--- src/rtl/mc_seq_port_sched.sv ---
// Multi-cycle port allocator: walks up to four ranked flits one per cycle, granting
// free output ports in priority order, then holds the allocated vectors until ack.
module mc_seq_port_sched #(
    parameter int NPORT        = 4,
    parameter bit SKIP_INVALID = 1'b0
) (
    input  logic             clk,
    input  logic             reset_n,
    input  logic             start,
    input  logic [3:0]       valid_in,
    input  logic [3:0]       mc_in,
    input  logic [NPORT-1:0] ppv_0,
    input  logic [NPORT-1:0] ppv_1,
    input  logic [NPORT-1:0] ppv_2,
    input  logic [NPORT-1:0] ppv_3,
    input  logic             ack,
    output logic             busy,
    output logic             done,
    output logic [NPORT-1:0] allocPV_0,
    output logic [NPORT-1:0] allocPV_1,
    output logic [NPORT-1:0] allocPV_2,
    output logic [NPORT-1:0] allocPV_3,
    output logic [3:0]       starve
);

    typedef enum logic [1:0] {S_IDLE, S_ALLOC, S_DONE} state_t;

    state_t           state, state_nxt;
    logic [3:0]       vld_q, mc_q, pend;
    logic [NPORT-1:0] ppv_q [4];
    logic [NPORT-1:0] apv_q [4];
    logic [NPORT-1:0] avail;
    logic [1:0]       rank, cur_rank;
    logic [3:0]       starve_q;

    logic [NPORT-1:0] cand, grant;
    logic             cur_vld, cur_starve, last;

    function automatic logic [NPORT-1:0] lowbit(input logic [NPORT-1:0] x);
        return x & (~x + NPORT'(1));
    endfunction

    // With skipping, the rank under service is the lowest still-pending valid rank.
    always_comb begin
        cur_rank = rank;
        if (SKIP_INVALID) begin
            cur_rank = 2'd0;
            for (int i = 3; i >= 0; i--)
                if (pend[i]) cur_rank = 2'(i);
        end
    end

    always_comb begin
        cur_vld    = vld_q[cur_rank];
        cand       = ppv_q[cur_rank] & avail;
        grant      = '0;
        cur_starve = 1'b0;
        if (cur_vld) begin
            if (mc_q[cur_rank] && cand != '0) grant = cand;
            else if (cand != '0)              grant = lowbit(cand);
            else if (avail != '0)             grant = lowbit(avail);
            else                              cur_starve = 1'b1;
        end
        if (SKIP_INVALID) last = (pend & ~(4'b0001 << cur_rank)) == 4'b0000;
        else              last = (rank == 2'd3);
    end

    always_ff @(posedge clk or negedge reset_n) begin
        if (!reset_n) state <= S_IDLE;
        else          state <= state_nxt;
    end

    always_comb begin
        state_nxt = state;
        case (state)
            S_IDLE:  if (start) state_nxt = S_ALLOC;
            S_ALLOC: if (last)  state_nxt = S_DONE;
            S_DONE:  if (ack)   state_nxt = S_IDLE;
            default:            state_nxt = S_IDLE;
        endcase
    end

    always_comb begin
        busy = (state == S_ALLOC) || (state == S_DONE);
        done = (state == S_DONE);
    end

    always_ff @(posedge clk or negedge reset_n) begin
        if (!reset_n) begin
            vld_q    <= '0;
            mc_q     <= '0;
            pend     <= '0;
            avail    <= '1;
            rank     <= '0;
            starve_q <= '0;
            for (int i = 0; i < 4; i++) begin
                ppv_q[i] <= '0;
                apv_q[i] <= '0;
            end
        end else if (state == S_IDLE && start) begin
            vld_q    <= valid_in;
            mc_q     <= mc_in;
            pend     <= valid_in;
            ppv_q[0] <= ppv_0;
            ppv_q[1] <= ppv_1;
            ppv_q[2] <= ppv_2;
            ppv_q[3] <= ppv_3;
            avail    <= '1;
            rank     <= '0;
            starve_q <= '0;
            for (int i = 0; i < 4; i++) apv_q[i] <= '0;
        end else if (state == S_ALLOC) begin
            apv_q[cur_rank]    <= grant;
            starve_q[cur_rank] <= cur_starve;
            avail              <= avail & ~grant;
            pend[cur_rank]     <= 1'b0;
            if (!last) rank <= rank + 2'd1;
        end
    end

    assign allocPV_0 = apv_q[0];
    assign allocPV_1 = apv_q[1];
    assign allocPV_2 = apv_q[2];
    assign allocPV_3 = apv_q[3];
    assign starve    = starve_q;

endmodule
--- config.mk ---
export PLATFORM = sky130hd
export DESIGN_NAME = mc_seq_port_sched
export DESIGN_NICKNAME = d
export VERILOG_FILES = /design/src/rtl/mc_seq_port_sched.sv
export SDC_FILE = /design/constraint.sdc
export NUM_CORES = 1
export LEC_CHECK = 0
export ABC_AREA = 1
export CAP_MARGIN = 20
export CELL_PAD_IN_SITES_DETAIL_PLACEMENT = 1
export CELL_PAD_IN_SITES_GLOBAL_PLACEMENT = 2
export CORE_MARGIN = 5
export CORE_UTILIZATION = 32
export CTS_CLUSTER_DIAMETER = 120
export DETAILED_ROUTE_END_ITERATION = 8
export GPL_TIMING_DRIVEN = 0
export PLACE_DENSITY = 0.86
export SETUP_SLACK_MARGIN = 0.1
export SYNTH_ARGS = -nofsm -noshare
export SYNTH_HDL_FRONTEND = slang
export SYNTH_SLANG_ARGS = --single-unit
export TNS_END_PERCENT = 100
--- constraint.sdc ---
create_clock -name clk -period 4.35 [get_ports clk]
set_clock_uncertainty 0.1 [all_clocks]
set_input_delay 0.435 -clock clk [delete_from_list [all_inputs] [get_ports clk]]
set_output_delay 0.435 -clock clk [all_outputs]
set_load 0.01 [all_outputs]
======== Yosys cells after proc, flatten, opt, wreduce, memory -nomap -nowiden ========
Cells that the tools add are included.
storage, ports and cells
  ROM bits ................................ 0
  RAM bits ................................ 0
  bits of input ports ..................... 28
  memories ................................ 0
  latch bits .............................. 0
  flip-flop bits (word level) ............. 52
cells by class
  reduce and logical (&&, ||, !) cells .... 11
  eq/ne operators ......................... 7
  bitwise logic cells ..................... 8
  div/mod/pow operators ................... 0
  $lt $le $gt $ge ......................... 4
  shift-type cells ........................ 0
  add/subtract/negate cells ............... 3
  $mul .................................... 0
  muxes and demuxes ....................... 34
operators by type and width
  cell                 number
  $mux 4               11
  $mux 16              2
  $and 4x4->4          4
  $bwmux 16            1
  $mux 2               6
  $not 4->4            3
  $add 4x1->4 const B  2
  $bmux 4 s2           1
  $demux 4 s2          1
  $reduce_bool 4->1    2
  $mux 1               7
  $ne 2x2->1 const B   3
  $pmux 2 s3           1
  $bmux 1 s2           2
  $bwmux 4             1
  $eq 2x2->1 const B   2
  $logic_and 1x1->1    4
  $ge 3x3->1 const B   1
  $lt 2x3->1 const B   1
  $lt 3x1->1 const B   1
  $not 2->3            1
  $reduce_and 3->1     1
  $add 2x1->2 const B  1
  $demux 1 s2          1
  7 further kinds      7

======== Logic depth before layout (Yosys ltp) ========
Gate-level depths: netlist of the first run.
  word-level depth ........................ 15
  mapped depth ............................ 13

======== Least setup slack after synthesis of the first run ========
No wires, ideal clock.
  path type ............................... reg2reg
  start point ............................. reg rank[0], in the netlist cur_rank[0]
  end point ............................... reg avail[2]
  stages on the path, launching flop included .. 14
  clock period less this slack ............ 1.570 ns
  arrival time ............................ 1.384 ns
  setup time .............................. 0.087 ns
  path buffers ............................ 1
  slack ................................... 2.780 ns
  path through ............................ dfrtp_1 inv_2 buf_6 nand2_1 nand3_1 nand2_1 nand2_1 nand2_2 nor2_4 nand2_2 nand2_2 nand3_1 nand2_1 nand2_1
on the way
  word-level cells in the longest chain between the ends .. 15
  elaborated cells between the ends (all ways) .. 21
  those cells by class .................... 1 x add/sub; 12 x mux; 6 x bitwise; 2 x reduce/logical
ends and longest elaborated chain
  element                                     line  RTL
  start, declared                             33    logic [1:0] rank, cur_rank;
  start signal, assigned                      117   if (!last) rank <= rank + 2'd1;
  $not 2->3 (implied by the code)             55    cand = ppv_q[cur_rank] & avail;
  $bmux 4 s2                                  55
  $mux 4 (implied by the code) (2 in series)  55
  $and 4x4->4                                 55
  $not 4->4                                   40    return x & (~x + NPORT'(1));
  $add 4x1->4                                 40
  $and 4x4->4                                 40
  $mux 4                                      60    else if (cand != '0) grant = lowbit(cand);
  $mux 4                                      59    if (mc_q[cur_rank] && cand != '0) grant = cand;
  $mux 4 (*)                                  58    if (cur_vld) begin
  $not 4->4 (*)                               115   avail <= avail & ~grant;
  $and 4x4->4 (*)                             115
  $mux 4 (*)                                  112   end else if (state == S_ALLOC) begin
  $mux 4 (*)                                  100   end else if (state == S_IDLE && start) begin
  end signal, assigned                        115
  end, declared                               32    logic [NPORT-1:0] avail;
Mark *: on every way between the ends. The rest lies on a longest branch, timed or not. The select of a mux whose other input is x is not followed.
A chain may end at the register's enable or synchronous reset.

======== Final worst setup path of the first run ========
  start point ............................. reg state[1]
  end point ............................... out busy
on the way
  word-level cells in the longest chain between the ends .. 2
  elaborated cells between the ends (all ways) .. 3
  those cells by class .................... 2 x eq/ne; 1 x reduce/logical
ends and longest elaborated chain
  element                                   line  RTL
  start, declared                           28    state_t state, state_nxt;
  start signal, assigned                    70    else state <= state_nxt;
  $eq 2x1->1 or $eq 2x2->1 (tied branches)  84    busy = (state == S_ALLOC) || (state == S_DONE);
  $logic_or 1x1->1 (*)                      84
  end, declared                             17    output logic busy,
Mark *: on every way between the ends. The rest lies on a longest branch, timed or not.

==> results of run 1 <==
## logic make-up after synthesis
group	count (synthesis)	synth area share, %
buffers and inverters	47	7.570
and+or+nand+nor	165	27.46
AOI/OAI and AO/OA	43	9.352
adders and majority gates	8	3.959
DFF	52	51.66
## final cells by class
type / count / area, µm² / area share (%)
Multi-Input combinational cell: 216 / 1031 / 31.53
Inverter: 37 / 138.9 / 4.248
Tap cell: 102 / 127.6 / 3.904
Clock inverter: 2 / 35.03 / 1.072
Timing Repair Buffer: 50 / 505.5 / 15.46
Sequential cell: 52 / 1306 / 39.95
Clock buffer: 6 / 72.57 / 2.220
Buffer: 10 / 52.55 / 1.607
## power breakdown
group | leakage, nW | switching, mW | internal (mW)
Clock | 0.0552 | 0.162 | 0.171
Sequential | 0.666 | 0.101 | 0.676
Combinational | 0.871 | 0.696 | 0.423
## worst max-delay path, stage by stage (launching register included)
cell,delay (ps)
dfrtp_1,380
inv_1,80
ha_1,280
clkdlybuf4s50_1,530
## layer usage
metal,track usage (%),routed length (µm),vias up
met4,3.466,32,0
met1,17.93,2921,1029
met2,24.17,3097,44
met3,2.760,271,2
met5,0,0,-
li1,-,-,1094
## layout by cell type (no fill, tap or decap), types with 3 or more instances in the layout
| cell | synthesis | layout |
|---|---|---|
| clkdlybuf4s50_1 | 0 | 48 |
| ha_1 | 8 | 8 |
| nor2_1 | 6 | 6 |
| clkbuf_8 | 0 | 5 |
| nand2_1 | 125 | 125 |
| inv_1 | 35 | 35 |
| dfstp_2 | 4 | 4 |
| o21ai_1 | 8 | 8 |
| nand4_1 | 4 | 4 |
| dfrtp_1 | 48 | 48 |
| o21ai_0 | 28 | 28 |
| nand2_2 | 6 | 6 |
| clkbuf_1 | 6 | 7 |
| nand3_1 | 19 | 19 |
| o21ai_2 | 3 | 3 |
## Yosys cell counts (all sizes together), types with 2 or more instances
cell type / instances
clkbuf: 6
a21oi: 2
o21ai: 39
nand2: 131
nand4: 4
nand3: 21
inv: 37
dfrtp: 48
ha: 8
nor2: 7
dfstp: 4
buf: 4
## state kept, by name, indices dropped and copies added, names as in the netlist
register and count:
mc_q 4, vld_q 4, allocPV_3 4, cur_rank 2, starve 4, state 2
allocPV_0 4, ppv_q 16, allocPV_1 4, avail 4, allocPV_2 4
## metrics by stage
stage | utilization (%) | area, µm²
final | 42.31 | 3269
after global placement | 40.72 | 3147
after detailed placement | 40.92 | 3162
after global routing | 42.31 | 3269
after floorplan | - | 2529
after CTS | 42.31 | 3269
## path summary, 6_finish.rpt
check / from / endpoint / slack [ps] / cells past startpoint
worst max-delay path: state[1] / busy / 2240 / 3
worst min-delay path: reset_n / state[0] / 0.02 / 1
worst max register to register: cur_rank[0] / allocPV_1[1] / 2340 / 10
worst min register to register: vld_q[0] / vld_q[0] / 390 / 2
max in group asynchronous: reset_n / avail[1] / 3520 / 2
min in group clk: vld_q[0] / vld_q[0] / 390 / 2
==> impl_metrics.yaml, run 1 <==
yosys:
  synth_top_area_share_pct: 47.50
  synth_nets: 351
  yosysWarnings: 0
  ys_seq_area_share_pct: 51.66
  yosysUniqueCellTypes: 25
  syn_inst: 315
  syn_avg_cell_area_um2: 8.028
  async_flop_share_pct: 100.0
  syn_area_um2: 2529
  synth_edf_count: 0
  ys_seq_elements: 52
  synth_top_flop_cell: "dfrtp_1"
  yosysTopAreaCell: "dfrtp_1"
  synth.area.top_cells: "dfrtp_1, nand2_1, o21ai_0"
status:
  status: "completed"
global_route:
  gr-total-overflow: 0
  grt_pass1_wl_mm: 11.14
  grt_use_total_pct: 14.00
  grt_pass1_vias: 2378
  antenna_found_initial: 0
  grt_max_degree: 30
clocking:
  clk_path_buf_depth: 2
  cts_hold_buf: 0
  ctsResizeCount: 0
  root_buffer: "clkbuf_8"
  worstSkewPairLatency_ps: 310
  cts.sinks: 52
  cts-buffers-inserted: 5
  cts_max_level: 2
  cts_tree: "yes"
  post_cts_buffers: 0
  clk_pin_slew_ps: 100
route:
  drt-pass1-iter-count: 4
  routedWlPerCell_um: 13.31
  dr_total_vias: 2169
  drc_errors: 0
  routed_wl_mm: 6.322
  drt_iter0_drc: 78
  ant_nets: 0
  viasPerCell: 4.566
floorplan:
  die_y_um: 98.90
  core_area_um2: 7727
  die_x_um: 98.90
  row_count: 32
  start_util_pct: 32.72
  ioPinCount: 50
  die_area_um2: 9780
place:
  port_buffers: 49
  place_ws_ps: 2143
  gp_congestion: 0.7596
  hpwl_mm: 4.912
  dpl.cell_count: 467
worst_hold_path:
  hold_path_class: "input pin to async pin"
pwr:
  max-vdd-ir-drop_mv: 0.1890
  leakagePower_nw: 1.592
  power_mw: 2.231
  p_per_area_nw_per_um2: 682.2
setup_path:
  crit_arrival_ps: 1570
  critPathMaxFanout: 3
  cp-start-kind: "flip-flop"
  critPathKind: "flip-flop to output pin"
  end_kind: "output pin"
  worstPathRequired_ps: 3820
cells_and_area:
  drive_gt1_share_pct: 8.311
  nFillCells: 953
  area_growth_pct: 29.29
  instances_no_fill: 475
  nets: 408
  antenna_cells: 0
sta:
  rsz0062_at_grt: "no"
  setup_viol_count_final: 0
  fmax_ghz: 0.4748
  finalHoldViolCount: 0
  fin_tns_setup_ps: 0
  fin_crit_sh_pct: 48.42
  holdWs_ps: 0.02381
  finalCriticalPeriod_ps: 2106
  worst_slack_ps: 2244
  worst_slew_pin_slew_ps: 546.2
  drv_slew: 0
  slew_headroom_pct: 63.59
run:
  drv_cap: 0
No activity file was read; power rests on OpenSTA's default activity.
==> inputs of run 2 (changes only) <==
--- a/config.mk
+++ b/config.mk
@@ -10,11 +10,11 @@
 export CELL_PAD_IN_SITES_DETAIL_PLACEMENT = 1
 export CELL_PAD_IN_SITES_GLOBAL_PLACEMENT = 2
 export CORE_MARGIN = 5
-export CORE_UTILIZATION = 32
+export CORE_UTILIZATION = 30
 export CTS_CLUSTER_DIAMETER = 120
 export DETAILED_ROUTE_END_ITERATION = 8
 export GPL_TIMING_DRIVEN = 0
-export PLACE_DENSITY = 0.86
+export PLACE_DENSITY = 0.82
 export SETUP_SLACK_MARGIN = 0.1
 export SYNTH_ARGS = -nofsm -noshare
 export SYNTH_HDL_FRONTEND = slang
==> constraint.sdc (replaced) <==
create_clock -name clk -period 2.18 [get_ports clk]
set_clock_uncertainty 0.1 [all_clocks]
set_input_delay 0.218 -clock clk [delete_from_list [all_inputs] [get_ports clk]]
set_output_delay 0.218 -clock clk [all_outputs]
set_load 0.01 [all_outputs]
==> run 2 against run 1 <==
  * Design area grew 1.0%
  * Count of clock-buffer cells in the layout stayed put
  * Critical endpoint is now allocPV_1[2]
  * First-iteration DRC count fell by 12%
==> impl_metrics.yaml, run 2 (synthesis gave the netlist of run 1 again) <==
clocking:
  clk_path_buf_depth: 2
  worstSkewPairLatency_ps: 300
  cts-buffers-inserted: 5
  root_buffer: "clkbuf_8"
  cts_tree: "yes"
  clk_pin_slew_ps: 90
  cts.sinks: 52
  post_cts_buffers: 0
  cts_max_level: 2
pwr:
  max-vdd-ir-drop_mv: 0.4488
  leakagePower_nw: 1.605
  p_per_area_nw_per_um2: 1369
  power_mw: 4.523
sta:
  fin_tns_setup_ps: 0
  worst_slew_pin_slew_ps: 791.8
  fmax_ghz: 0.5218
  fin_crit_sh_pct: 87.90
  setup_viol_count_final: 0
  rsz0062_at_grt: "no"
  slew_headroom_pct: 47.21
  finalHoldViolCount: 0
  drv_slew: 0
  finalCriticalPeriod_ps: 1916
floorplan:
  row_count: 33
  start_util_pct: 30.78
  die_y_um: 101.8
  ioPinCount: 50
  die_x_um: 101.8
  die_area_um2: 10370
  core_area_um2: 8217
cells_and_area:
  final_cell_mix: "nand2_1, clkdlybuf4s50_1, dfrtp_1, inv_1, o21ai_0"
  antenna_cells: 0
  drive_gt1_share_pct: 9.893
  top_register: "ppv_q"
  largest_reg_flops: 16
  area_growth_pct: 30.63
  nets: 409
  final_common_cell: "nand2_1"
setup_path:
  cp-start-kind: "flip-flop"
  worstPathRequired_ps: 2310
  critPathMaxFanout: 11
  critPathMostFrequentCell: "nand2_2"
  crit_arrival_ps: 2050
  crit_path_cell_trace: "inv_2 > buf_6 > nand2_1 > nand3_1 > nand2_1 > nand2_1 > nand2_2 > nor2_4 > nand2_2 > nand2_2 > nand2_2 > o21ai_2"
  critical_path.slowest_cell: "dfrtp_2"
  critPathKind: "flip-flop to flip-flop"
  slowest_delay_ps: 470
  end_kind: "flip-flop"
route:
  routed_wl_mm: 6.546
  drt_iter0_drc: 69
  routedWlPerCell_um: 13.67
  viasPerCell: 4.564
  ant_nets: 0
  dr_total_vias: 2186
  drc_errors: 0
  drt-pass1-iter-count: 4
global_route:
  grt_pass1_wl_mm: 11.47
  antenna_found_initial: 0
  grt_pass1_vias: 2369
  gr-total-overflow: 0
  grt_max_degree: 33
  grt_use_total_pct: 13.84
status:
  status: "completed"
worst_hold_path:
  hold_path_class: "input pin to flip-flop"
place:
  hpwl_mm: 4.969
  gp_congestion: 0.7325
  port_buffers: 49
run:
  drv_cap: 0
[run 2: changes by cell type in the layout (fill, tap and decap cells not counted), sizes merged]
cell	previous run	this run
dlygate4sd3	0	1
buf	6	5
clkbuf	12	13
[run 2: worst max-delay path, delay by kind of cell, from the launching register on]
kind / cells / cell delay [ps]
compound gates: 1 / 130
buf+inv: 2 / 290
flops: 1 / 470
simple gates: 9 / 850
[run 2: final cells by class]
cell class / instances / area, µm²
clock inverter: 2 / 35.03
timing repair buffer: 51 / 523.0
buffer: 10 / 55.05
fill: 1004 / 4913
clock buffer: 6 / 72.57
multi-input combinational: 216 / 1039
tap: 105 / 131.4
sequential: 52 / 1309
inverter: 37 / 138.9
[run 2: power by group]
group / switching (mW) / internal (mW) / total (mW)
clock: 0.318 / 0.341 / 0.659
combinational: 1.44 / 0.863 / 2.30
sequential: 0.205 / 1.35 / 1.56
total: 1.97 / 2.56 / 4.52
[run 2: worst paths after layout]
kind | start | endpoint | slack, ps | depth (start not counted)
min in group asynchronous | reset_n | allocPV_3[3] | 440 | 2
worst max register to register | cur_rank[0] | allocPV_1[2] | 260 | 12
worst min register to register | vld_q[2] | vld_q[2] | 390 | 2
worst min-delay path | valid_in[0] | vld_q[0] | 340 | 3
worst max-delay path | cur_rank[0] | allocPV_1[2] | 260 | 12
max in group asynchronous | reset_n | allocPV_1[2] | 980 | 3
[run 2: layer usage]
layer	part of all wire (%)	track usage, %
met2	48	23.79
met3	4.0	2.730
met5	0	0
met4	0.98	3.229
met1	47	18.07
[run 2: what timing repair did]
action                                  in CTS  in global routing
endpoints found under the hold margin       27                  0
hold buffers                                 1                  0
endpoints found under the setup margin       0                 20
resized for setup                            0                  7
[run 2: per-stage QoR]
| step | hold slack, ps | setup WS (ps) | cell area (µm²) | instances | util (%) |
|---|---|---|---|---|---|
| after floorplan | -177.6 | 609.7 | 2529 | 315 | - |
| after global placement | 366.1 | -882.3 | 3151 | 469 | 38.34 |
| after detailed placement | 258.2 | 156.3 | 3173 | 470 | 38.62 |
| after CTS | 334.8 | 148.6 | 3291 | 479 | 40.05 |
| after global routing | 346.7 | 119.7 | 3303 | 479 | 40.20 |
| final | 340.0 | 263.7 | 3303 | 479 | 40.20 |
